**config.mk**
```make
export PLATFORM = sky130hd
export DESIGN_NAME = issue_decode
export DESIGN_NICKNAME = d
export VERILOG_FILES = /design/src/rtl/issue_decode.sv
export SDC_FILE = /design/constraint.sdc
export NUM_CORES = 1
export LEC_CHECK = 0
export CORE_ASPECT_RATIO = 1.1
export CORE_UTILIZATION = 58
export DETAILED_ROUTE_END_ITERATION = 8
export PLACE_DENSITY = 0.82
export SKIP_CTS_REPAIR_TIMING = 1
export SLEW_MARGIN = 10
export SYNTH_ARGS = -nofsm -noshare
export SYNTH_HDL_FRONTEND = slang
export SYNTH_SLANG_ARGS = --single-unit
```
**constraint.sdc**
```tcl
create_clock -name clk -period 8.4 [get_ports clk]
set_input_delay 0.84 -clock clk [delete_from_list [all_inputs] [get_ports clk]]
set_output_delay 0.84 -clock clk [all_outputs]
set_load 0.02 [all_outputs]
```
**src/rtl/issue_decode.sv**
```systemverilog
// issue_decode: FIFO-buffered instruction issue for regalu, holding the
// head back with bubbles until an in-flight write to its sources lands.
module issue_decode #(
   parameter int DEPTH     = 4,
   parameter int HAZ_DEPTH = 2
) (
   input  logic                   clk,
   input  logic                   rst_n,
   input  logic [31:0]            in_instr,
   input  logic                   in_valid,
   output logic                   in_ready,
   output logic [4:0]             RR1,
   output logic [4:0]             RR2,
   output logic [4:0]             WR,
   output logic [2:0]             INop,
   output logic                   issue_valid,
   output logic [$clog2(DEPTH):0] fifo_count,
   output logic [15:0]            stall_cycles
);

   localparam int AW = $clog2(DEPTH);
   localparam int CW = AW + 1;
   localparam int HN = (HAZ_DEPTH > 1) ? HAZ_DEPTH - 1 : 1;
   localparam logic [CW-1:0] FULL = CW'(DEPTH);

   typedef struct packed {
      logic [2:0] op;
      logic [4:0] wr, rr1, rr2;
   } uop_t;

   uop_t          mem_q [DEPTH];
   logic [AW-1:0] rd_ptr_q, rd_ptr_d;
   logic [AW-1:0] wr_ptr_q, wr_ptr_d;
   logic [CW-1:0] count_q, count_d;
   uop_t          iss_q, iss_d;
   logic          vld_q, vld_d;
   logic [4:0]    hist_q [HN];
   logic [4:0]    hist_d [HN];
   logic [15:0]   stall_q, stall_d;

   uop_t head, in_uop;
   logic push, pop, empty, hazard;
   logic unused_bits;

   function automatic logic blocks(input logic [4:0] src,
                                   input logic [4:0] dst);
      return (src != 5'd0) && (src == dst);
   endfunction

   assign in_uop = '{op:  in_instr[31:29], wr:  in_instr[28:24],
                     rr1: in_instr[23:19], rr2: in_instr[18:14]};
   assign unused_bits = ^in_instr[13:0];

   always_comb begin
      in_ready = rst_n && (count_q < FULL);
      push     = in_valid && in_ready;
      empty    = (count_q == '0);
      head     = mem_q[rd_ptr_q];

      // Bubbles carry WR=0, so they never match a nonzero source.
      hazard = blocks(head.rr1, iss_q.wr) || blocks(head.rr2, iss_q.wr);
      for (int i = 0; i < HAZ_DEPTH - 1; i++) begin
         hazard = hazard || blocks(head.rr1, hist_q[i])
                         || blocks(head.rr2, hist_q[i]);
      end

      pop   = !empty && !hazard;
      iss_d = pop ? head : '0;
      vld_d = pop;

      hist_d[0] = iss_q.wr;
      for (int i = 1; i < HN; i++) begin
         hist_d[i] = hist_q[i-1];
      end

      stall_d = stall_q;
      if (!empty && hazard && (stall_q != 16'hFFFF)) begin
         stall_d = stall_q + 16'd1;
      end

      rd_ptr_d = pop  ? rd_ptr_q + AW'(1) : rd_ptr_q;
      wr_ptr_d = push ? wr_ptr_q + AW'(1) : wr_ptr_q;
      count_d  = count_q + CW'(push) - CW'(pop);
   end

   always_ff @(posedge clk) begin
      if (push) begin
         mem_q[wr_ptr_q] <= in_uop;
      end
   end

   always_ff @(posedge clk or negedge rst_n) begin
      if (!rst_n) begin
         rd_ptr_q <= '0;
         wr_ptr_q <= '0;
         count_q  <= '0;
         iss_q    <= '0;
         vld_q    <= 1'b0;
         stall_q  <= '0;
         for (int i = 0; i < HN; i++) begin
            hist_q[i] <= '0;
         end
      end else begin
         rd_ptr_q <= rd_ptr_d;
         wr_ptr_q <= wr_ptr_d;
         count_q  <= count_d;
         iss_q    <= iss_d;
         vld_q    <= vld_d;
         stall_q  <= stall_d;
         for (int i = 0; i < HN; i++) begin
            hist_q[i] <= hist_d[i];
         end
      end
   end

   assign RR1          = iss_q.rr1;
   assign RR2          = iss_q.rr2;
   assign WR           = iss_q.wr;
   assign INop         = iss_q.op;
   assign issue_valid  = vld_q;
   assign fifo_count   = count_q;
   assign stall_cycles = stall_q;

endmodule

```
==> results of run 1 <==
stage by stage:
stage / utilization [%] / setup WS, ns
2_1_floorplan: - / 5.02
4_1_cts: 76.5 / 4.30
6_report: 76.5 / 4.30
3_5_place_dp: 69.0 / 4.35
3_3_place_gp: 69.0 / 4.47
5_1_grt: 76.5 / 4.05
final cells by class:
cell class / count / area (um2)
clock buffer: 20 / 435
sequential: 119 / 3340
inverter: 10 / 37.5
timing repair buffer: 62 / 608
multi-input combinational: 152 / 1430
fill: 453 / 1890
clock inverter: 12 / 175
tap: 108 / 135
logic make-up after synthesis:
family                   Yosys count  share of synthesized area [%]
XOR/XNOR                          42                           7.56
buffers and inverters             21                           2.16
AND/OR/NAND/NOR                   69                           9.07
multiplexers                      26                           9.33
AO/OA/AOI/OAI                      7                           1.11
adder cells (fa/ha/maj)            8                           2.21
flip-flops                       119                           68.6
where the power goes:
| part | switching, mW | internal, mW |
|---|---|---|
| clock network | 0.248 | 0.489 |
| logic | 0.437 | 0.392 |
| registers | 0.112 | 0.745 |
worst max-delay path by stage:
stage,from,to,slack (ns),cells past startpoint
after floorplan,rd_ptr_q[1]$_DFFE_PN0N_,fifo_count[2]$_DFF_PN0_,5.02,16
after global placement,rd_ptr_q[1]$_DFFE_PN0N_,fifo_count[2]$_DFF_PN0_,4.47,15
after detailed placement,rd_ptr_q[1]$_DFFE_PN0N_,fifo_count[2]$_DFF_PN0_,4.35,15
after CTS,rd_ptr_q[1]$_DFFE_PN0N_,fifo_count[2]$_DFF_PN0_,4.30,15
after global routing,rd_ptr_q[1]$_DFFE_PN0N_,fifo_count[2]$_DFF_PN0_,4.05,15
final,rd_ptr_q[1]$_DFFE_PN0N_,fifo_count[2]$_DFF_PN0_,4.30,15
registers in the layout, summed over array words and instances (netlist names):
| signal | cells |
|---|---|
| mem_q | 72 |
| INop | 3 |
| WR | 5 |
| wr_ptr_q | 2 |
| RR1 | 5 |
| hist_q | 5 |
| stall_cycles | 16 |
| RR2 | 5 |
| rd_ptr_q | 2 |
| fifo_count | 3 |
| issue_valid | 1 |
cells in the final DEF, fill, tap and decap left out, types with 3 or more instances in the layout:
| cell type | synthesis | layout |
|---|---|---|
| edfxtp_1 | 72 | 72 |
| clkdlybuf4s50_1 | 0 | 58 |
| dfrtp_1 | 47 | 47 |
| xnor2_1 | 25 | 25 |
| xor2_1 | 17 | 17 |
| and3_1 | 16 | 16 |
| clkbuf_16 | 0 | 16 |
| mux4_2 | 14 | 14 |
| nand4_1 | 11 | 11 |
| inv_1 | 10 | 10 |
| nor2b_1 | 9 | 9 |
| mux2i_1 | 9 | 9 |
| ha_1 | 7 | 7 |
| nand3_1 | 6 | 6 |
| nor3_1 | 4 | 4 |
| nor2_1 | 4 | 4 |
| nand2_1 | 4 | 4 |
| bufinv_16 | 0 | 4 |
| and2_1 | 3 | 3 |
| nand4_2 | 3 | 3 |
| clkinv_2 | 0 | 3 |
| clkinvlp_4 | 0 | 3 |
| buf_4 | 2 | 3 |
layer usage:
layer | wire [um] | global-route usage, % | vias up
met3 | 352 | 4.99 | 17
met5 | 0 | 0 | -
li1 | - | - | 1230
met1 | 3600 | 26.7 | 1373
met4 | 159 | 8.30 | 0
met2 | 4690 | 39.5 | 77
critical path, cell delays in order (launching register included):
cell	delay, ns
dfrtp_1	1.09
mux2i_1	0.41
mux2i_1	0.21
xor2_1	0.18
nor3_1	0.17
a31oi_1	0.20
o221ai_1	0.24
buf_4	0.25
inv_1	0.09
ha_1	0.28
inv_1	0.05
ha_1	0.12
inv_1	0.04
fa_1	0.37
xnor2_1	0.14
xnor2_1	0.13
==> out/results.ini, run 1 <==
[yosys]
synth_cells=292
syn_nets=335
synth_top_area_cell=edfxtp_1
synth_top_flop_cell=edfxtp_1
synth_area_um2=4870
async_reset_ff_share_pct=39.5
synth_common_cells=72 x edfxtp_1, 47 x dfrtp_1, 25 x xnor2_1
synth_cell_types=38
synth_seq_cells=119
synthTopCellsByArea=edfxtp_1 44%, dfrtp_1 24%, mux4_2 6.5%
yosys_warnings=0
ys_seq_area_share_pct=68.6
synth_edf_count=72
yosysMostFrequentCell=edfxtp_1
yosys.area.top_type_share_pct=44.4
syn_avg_cell_area_um2=16.7

[layout]
syn2layout_area_growth_pct=26.4
stdcell_count=483
drive_above_1_share_pct=15.2
insertedDiodeCount=0
stdcell_area_um2=6150
final_nets=405

[timing]
final.setup.tns_ns=0
relSlewSlack_pct=24.1
min_period_ns=4.10
rsz0062_at_grt=no
worst_slew_pin_slew_ns=1.14
finClkSkew_ns=0.00764
holdWs_ns=0.435
finalSetupViolations=0
finalMaxSlewViolations=0
finalCritPeriodShare_pct=48.8
hold_viol=0
fmaxAchievable_mhz=244

[die]
die_area_um2=8760
core_um2=8040
initial_core_util_pct=60.6
die_w_um=89.4
die_h_um=98.1
fp-row-count=34
io_pins=74

[detailed_routing]
firstDrtPassIters=4
vias_per_cell=5.58
drtIter0Drc=111
wl_per_cell_um=18.2
num_vias=2697
totalWireLength_um=8800
ant_nets=0
drcViolationCount=0

[critical_path]
worstPathRequired_ns=8.79
r2r_start=rd_ptr_q[1]$_DFFE_PN0N_
critical_path_arrival_ns=4.49
end_kind=register
crit_fanout=22
startpoint_type=register
reg2reg_depth=15
timing.rr.end=fifo_count[2]$_DFF_PN0_
critical_path_class=register to register
rrSetupSlack_ns=4.30

[placement]
place_area_um2=5540
placement.io_buffers=59
gp_congestion=0.778
post-dp-hpwl_um=5440
dpl.cell_count=451

[global_routing]
antenna_found_initial=0
grt.overflow.total=0
grt_usage_pct=22.5
grt_pass1_wl_um=14000
first_global_vias=2738
grt_max_degree=49

[clock_tree]
clkTransAtPathRegs_ns=0.06
clkSinkCount=119
ctsLongestPathBuffers=2
cts_tree=yes
worst_skew_pair.late_latency_ns=0.51
numCtsBuffers=17
cts-root-buf=clkbuf_8
cts_htree_levels=4

[power_and_ir_drop]
leakage_nw=2.37
ir_drop_v=0.000216
p_per_area_nw_per_um2=394
total_power_mw=2.42

[run_status]
status=finished clean

[job]
cap_viol_max_count=0

[min_path]
holdCritPathClass=input pin to asynchronous set/reset pin

Note: power is estimated with default switching activity, not from simulation.
==> inputs of run 2 (changes only) <==
--- a/config.mk
+++ b/config.mk
@@ -6,9 +6,9 @@
 export NUM_CORES = 1
 export LEC_CHECK = 0
 export CORE_ASPECT_RATIO = 1.1
-export CORE_UTILIZATION = 58
+export CORE_UTILIZATION = 54
 export DETAILED_ROUTE_END_ITERATION = 8
-export PLACE_DENSITY = 0.82
+export PLACE_DENSITY = 0.77
 export SKIP_CTS_REPAIR_TIMING = 1
 export SLEW_MARGIN = 10
 export SYNTH_ARGS = -nofsm -noshare
==> constraint.sdc (replaced) <==
create_clock -name clk -period 3.93 [get_ports clk]
set_input_delay 0.393 -clock clk [delete_from_list [all_inputs] [get_ports clk]]
set_output_delay 0.393 -clock clk [all_outputs]
set_load 0.02 [all_outputs]
==> run 2 against run 1 <==
- register-to-register slack worse by 4.0 ns
- flip-flop and latch count unchanged
- combinational power up 120%
- largest cell class unchanged
- highest routed layer unchanged
- critical path type unchanged
- critical endpoint unchanged
- critical path depth stayed put
- core utilization down 5.1 points
- routed wire length grew 4.2%
==> out/results.ini, run 2 (synthesis results as in run 1) <==
[run_status]
status=finished clean

[power_and_ir_drop]
leakage_nw=2.34
switchingPower_mw=1.74
p_per_area_nw_per_um2=814
seqPwrFrac_pct=36.2
total_power_mw=4.97
power_frac_clock_pct=26.8
combinationalPowerShare_pct=37.0
ir_drop_v=0.000440
p_int_mw=3.23
switching_share_pct=34.9

[clock_tree]
clkTransAtPathRegs_ns=0.06
numCtsBuffers=17
ctsLongestPathBuffers=2
cts_htree_levels=4
cts-root-buf=clkbuf_8
worst_skew_pair.late_latency_ns=0.51
clkSinkCount=119
cts_tree=yes

[placement]
dpl.cell_count=457
place_area_um2=5580
post-dp-hpwl_um=5840
gp_congestion=0.807
placement.io_buffers=59
pre_cts_ws_ns=0.331

[layout]
final_util_pct=71.5
layout_commonest_cell=edfxtp_1
syn2layout_area_growth_pct=25.4
insertedDiodeCount=0
regMostFlops=mem_q
drive_above_1_share_pct=15.9
stdcell_area_um2=6100
stdcell_count=489
nFillCells=555
mostFrequentLayoutCells=72 x edfxtp_1, 58 x clkdlybuf4s50_1, 47 x dfrtp_1
multi_input_area_um2=1430
largest_register_ffs=72
regArea_um2=3340
final_nets=408

[die]
die_w_um=92.5
io_pins=74
die_area_um2=9400
fp-row-count=35
initial_core_util_pct=57.0
die_h_um=102
core_um2=8540

[timing]
worst_slew_pin_slew_ns=1.02
holdWs_ns=0.0263
finClkSkew_ns=0.0183
layout_setup_ws_ns=0.317
relSlewSlack_pct=32.1
fmaxAchievable_mhz=277
finalMaxSlewViolations=0
finalCritPeriodShare_pct=91.9
hold_viol=0
final.setup.tns_ns=0
rsz0062_at_grt=no
finalSetupViolations=0
min_period_ns=3.61

[detailed_routing]
wl_per_cell_um=18.8
totalWireLength_um=9170
num_vias=2684
ant_nets=0
drt-met1-wl_um=3780
wl_met3_um=379
drtIter0Drc=138
routed-wl-met2_um=4850
routed.top_layer=met4
firstDrtPassIters=4
vias_per_cell=5.49
drcViolationCount=0

[critical_path]
worstPathRequired_ns=4.31
worst_path_max_delay_cell=mux4_2
r2r_start=rd_ptr_q[0]$_DFFE_PN0N_
worstPathCellList=buf_4, mux4_2, xnor2_1, nand3_1, nor3_1, nor2_1, o221ai_1, inv_1, ha_1, inv_1, ha_1, inv_1, fa_1, xnor2_1, xnor2_1
reg2reg_depth=15
end_kind=register
cpPeakStageDelay_ns=0.60
startpoint_type=register
critical_path_arrival_ns=3.99
crit_fanout=7
timing.rr.end=fifo_count[2]$_DFF_PN0_
critical_path_class=register to register
rrSetupSlack_ns=0.32

[global_routing]
grt_pass1_wl_um=14700
grt.overflow.total=0
grt_usage_pct=22.0
grt_max_degree=48
first_global_vias=2789
antenna_found_initial=0

[job]
cap_viol_max_count=0

[min_path]
holdCritPathClass=input pin to asynchronous set/reset pin

==> run 2: cell types whose count changed in the layout (fill, tap and decap cells not counted), sizes merged <==
cell,delta
inv,+1
bufinv,-4
clkinv,+3
buf,+3
clkinvlp,+2
clkbuf,-2
==> run 2: worst max-delay path by stage <==
stage / startpoint / to
after floorplan: rd_ptr_q[1]$_DFFE_PN0N_ / fifo_count[2]$_DFF_PN0_
after global placement: rd_ptr_q[0]$_DFFE_PN0N_ / fifo_count[2]$_DFF_PN0_
after detailed placement: rd_ptr_q[0]$_DFFE_PN0N_ / fifo_count[2]$_DFF_PN0_
after CTS: rd_ptr_q[0]$_DFFE_PN0N_ / fifo_count[2]$_DFF_PN0_
after global routing: rd_ptr_q[0]$_DFFE_PN0N_ / fifo_count[2]$_DFF_PN0_
final: rd_ptr_q[0]$_DFFE_PN0N_ / fifo_count[2]$_DFF_PN0_
==> run 2: power by group through the flow <==
stage,combinational [mW],clock (mW),sequential (mW)
finish,1.84,1.33,1.80
global route,2.00,1.41,1.83
CTS,1.86,1.35,1.80
detailed placement,1.84,0,1.82
global placement,1.79,0,1.81
floorplan,1.13,0,1.92
==> run 2: critical path: cells and delay by family, from the launching register on <==
kind / cells / cell delay (ns)
buffers and inverters: 4 / 0.43
AOI/OAI and AO/OA: 1 / 0.32
xor gates and xnor gates: 3 / 0.43
muxes: 1 / 0.60
and+or+nand+nor: 3 / 0.47
DFF: 1 / 0.45
adders and majority gates: 3 / 0.77
==> run 2: final cells by class <==
type	instances	area share, %
Tap cell	111	2.28
Multi-Input combinational cell	152	23.3
Clock buffer	18	6.85
Timing Repair Buffer	65	10.5
Clock inverter	14	1.70
Inverter	10	0.615
Sequential cell	119	54.7
==> run 2: routing by layer <==
layer	GRT usage (%)	up-vias
met3	5.26	17
met1	26.2	1338
li1	-	1238
met2	38.5	91
met5	0	-
met4	9.62	0
==> inputs of run 3 (changes only) <==
--- a/config.mk
+++ b/config.mk
@@ -6,6 +6,7 @@
 export NUM_CORES = 1
 export LEC_CHECK = 0
 export CORE_ASPECT_RATIO = 1.1
+export CORE_MARGIN = 10
 export CORE_UTILIZATION = 54
 export DETAILED_ROUTE_END_ITERATION = 8
 export PLACE_DENSITY = 0.77
==> run 3 against run 2 <==
- first-iteration DRC count grew 4.3%
- register-to-register slack improved by 0.02 ns
- setup slack gained 0.022 ns
- worst hold slack barely moved
- clock-buffer cell count up 1
- clock power increased by 32%
- core utilization decreased by 0.61 points
- cell count up 0.61%
- flip-flop and latch count stayed put
- maximum frequency grew 0.63%
- sequential share of layout area decreased by 1.3 points
- largest cell class unchanged
- highest routed layer unchanged
==> out/results.ini, run 3 (synthesis results as in run 1) <==
[job]
cap_viol_max_count=0

[layout]
regArea_um2=3340
layout_commonest_cell=edfxtp_1
drive_above_1_share_pct=15.9
final_nets=408
insertedDiodeCount=0
nFillCells=572
syn2layout_area_growth_pct=28.5
regMostFlops=mem_q
multi_input_area_um2=1430
largest_register_ffs=72
mostFrequentLayoutCells=72 x edfxtp_1, 58 x clkdlybuf4s50_1, 47 x dfrtp_1

[critical_path]
worstPathRequired_ns=4.32
critical_path_class=register to register
cpPeakStageDelay_ns=0.60
worst_path_max_delay_cell=mux4_2
end_kind=register
startpoint_type=register
worstPathCellList=buf_4, mux4_2, xnor2_1, nand3_1, nor3_2, nor2_1, o221ai_1, inv_1, ha_1, inv_1, ha_1, inv_1, fa_1, xnor2_1, xnor2_1
crit_fanout=6
critical_path_arrival_ns=3.98

[detailed_routing]
firstDrtPassIters=4
drtIter0Drc=144
drcViolationCount=0
wl_per_cell_um=20.0
ant_nets=0
vias_per_cell=5.53
totalWireLength_um=9860
num_vias=2722

[global_routing]
antenna_found_initial=0
grt_usage_pct=15.5
first_global_vias=3030
grt_pass1_wl_um=16200
grt_max_degree=48
grt.overflow.total=0

[clock_tree]
clkTransAtPathRegs_ns=0.06
worst_skew_pair.late_latency_ns=0.51
ctsLongestPathBuffers=2
numCtsBuffers=17
cts_htree_levels=4
cts-root-buf=clkbuf_8
cts_tree=yes
clkSinkCount=119

[power_and_ir_drop]
p_int_mw=3.69
switchingPower_mw=1.74
total_power_mw=5.42
seqPwrFrac_pct=33.0
leakage_nw=2.42
power_frac_clock_pct=32.5
switching_share_pct=32.0
p_per_area_nw_per_um2=867
combinationalPowerShare_pct=34.5
ir_drop_v=0.000424

[placement]
gp_congestion=0.811
post-dp-hpwl_um=6270
placement.io_buffers=59

[timing]
final.setup.tns_ns=0
min_period_ns=3.59
finalMaxSlewViolations=0
finClkSkew_ns=0.00988
worst_slew_pin_slew_ns=1.03
fmaxAchievable_mhz=279
hold_viol=0
finalSetupViolations=0
relSlewSlack_pct=31.2
finalCritPeriodShare_pct=91.4
rsz0062_at_grt=no

[die]
fp-row-count=36
core_um2=8830
die_h_um=120
initial_core_util_pct=55.1
io_pins=74
die_w_um=111
die_area_um2=13200

[run_status]
status=finished clean

[min_path]
holdCritPathClass=input pin to asynchronous set/reset pin

-- run 3: cell type report --
class / count / share of cell area, %
Tap cell: 114 / 2.28
Multi-Input combinational cell: 152 / 22.8
Sequential cell: 119 / 53.3
Timing Repair Buffer: 65 / 10.1
Clock buffer: 19 / 6.90
Clock inverter: 13 / 4.02
Inverter: 10 / 0.600
-- run 3: metrics by stage --
stage / setup WS (ns) / cell area (um2) / hold WS (ns) / util, % / instances
final: 0.339 / 6260 / 0.0260 / 70.9 / 492
after global routing: 0.0295 / 6260 / 0.0738 / 70.9 / 492
after global placement: 0.380 / 5570 / 0.477 / 63.1 / 460
after detailed placement: 0.368 / 5570 / 0.484 / 63.1 / 460
after floorplan: 0.546 / 4870 / 0.0974 / - / 292
after CTS: 0.280 / 6260 / 0.0506 / 70.9 / 492
-- run 3: final timing paths --
check / startpoint / slack, ns / end / cells after the start
min in group clk: WR[1]$_DFF_PN0_ / 0.49 / hist_q[1]$_DFF_PN0_ / 0
hold / removal: rst_n / 0.03 / stall_cycles[0]$_DFFE_PN0P_ / 2
max in group asynchronous: rst_n / 3.47 / WR[0]$_DFF_PN0_ / 2
hold reg to reg: WR[1]$_DFF_PN0_ / 0.49 / hist_q[1]$_DFF_PN0_ / 0
setup / recovery: rd_ptr_q[0]$_DFFE_PN0N_ / 0.34 / fifo_count[2]$_DFF_PN0_ / 15
setup reg to reg: rd_ptr_q[0]$_DFFE_PN0N_ / 0.34 / fifo_count[2]$_DFF_PN0_ / 15
-- run 3: per-layer routing --
metal  wire [um]  track usage [%]  vias up  part of all wire [%]
met4         192             6.60        0                   1.9
met1        3810             16.6     1375                    39
met2        5210             27.3       90                    53
met3         653             5.18       18                   6.6
li1            -                -     1239                     -
met5           0                0        -                     0
-- run 3: power groups by stage --
stage | logic (mW) | clock network [mW] | registers [mW]
after global placement | 1.81 | 0 | 1.80
after global routing | 2.05 | 1.85 | 1.82
after detailed placement | 1.86 | 0 | 1.81
after CTS | 1.89 | 1.78 | 1.79
final | 1.87 | 1.76 | 1.79
after floorplan | 1.13 | 0 | 1.92
-- run 3: critical path, delay by kind of cell (launching register included) --
kind / cells / cell delay, ns
adders and majority gates: 3 / 0.79
muxes: 1 / 0.60
xor gates and xnor gates: 3 / 0.51
and+or+nand+nor: 3 / 0.45
DFF: 1 / 0.44
buffers and inverters: 4 / 0.43
AOI/OAI and AO/OA: 1 / 0.26
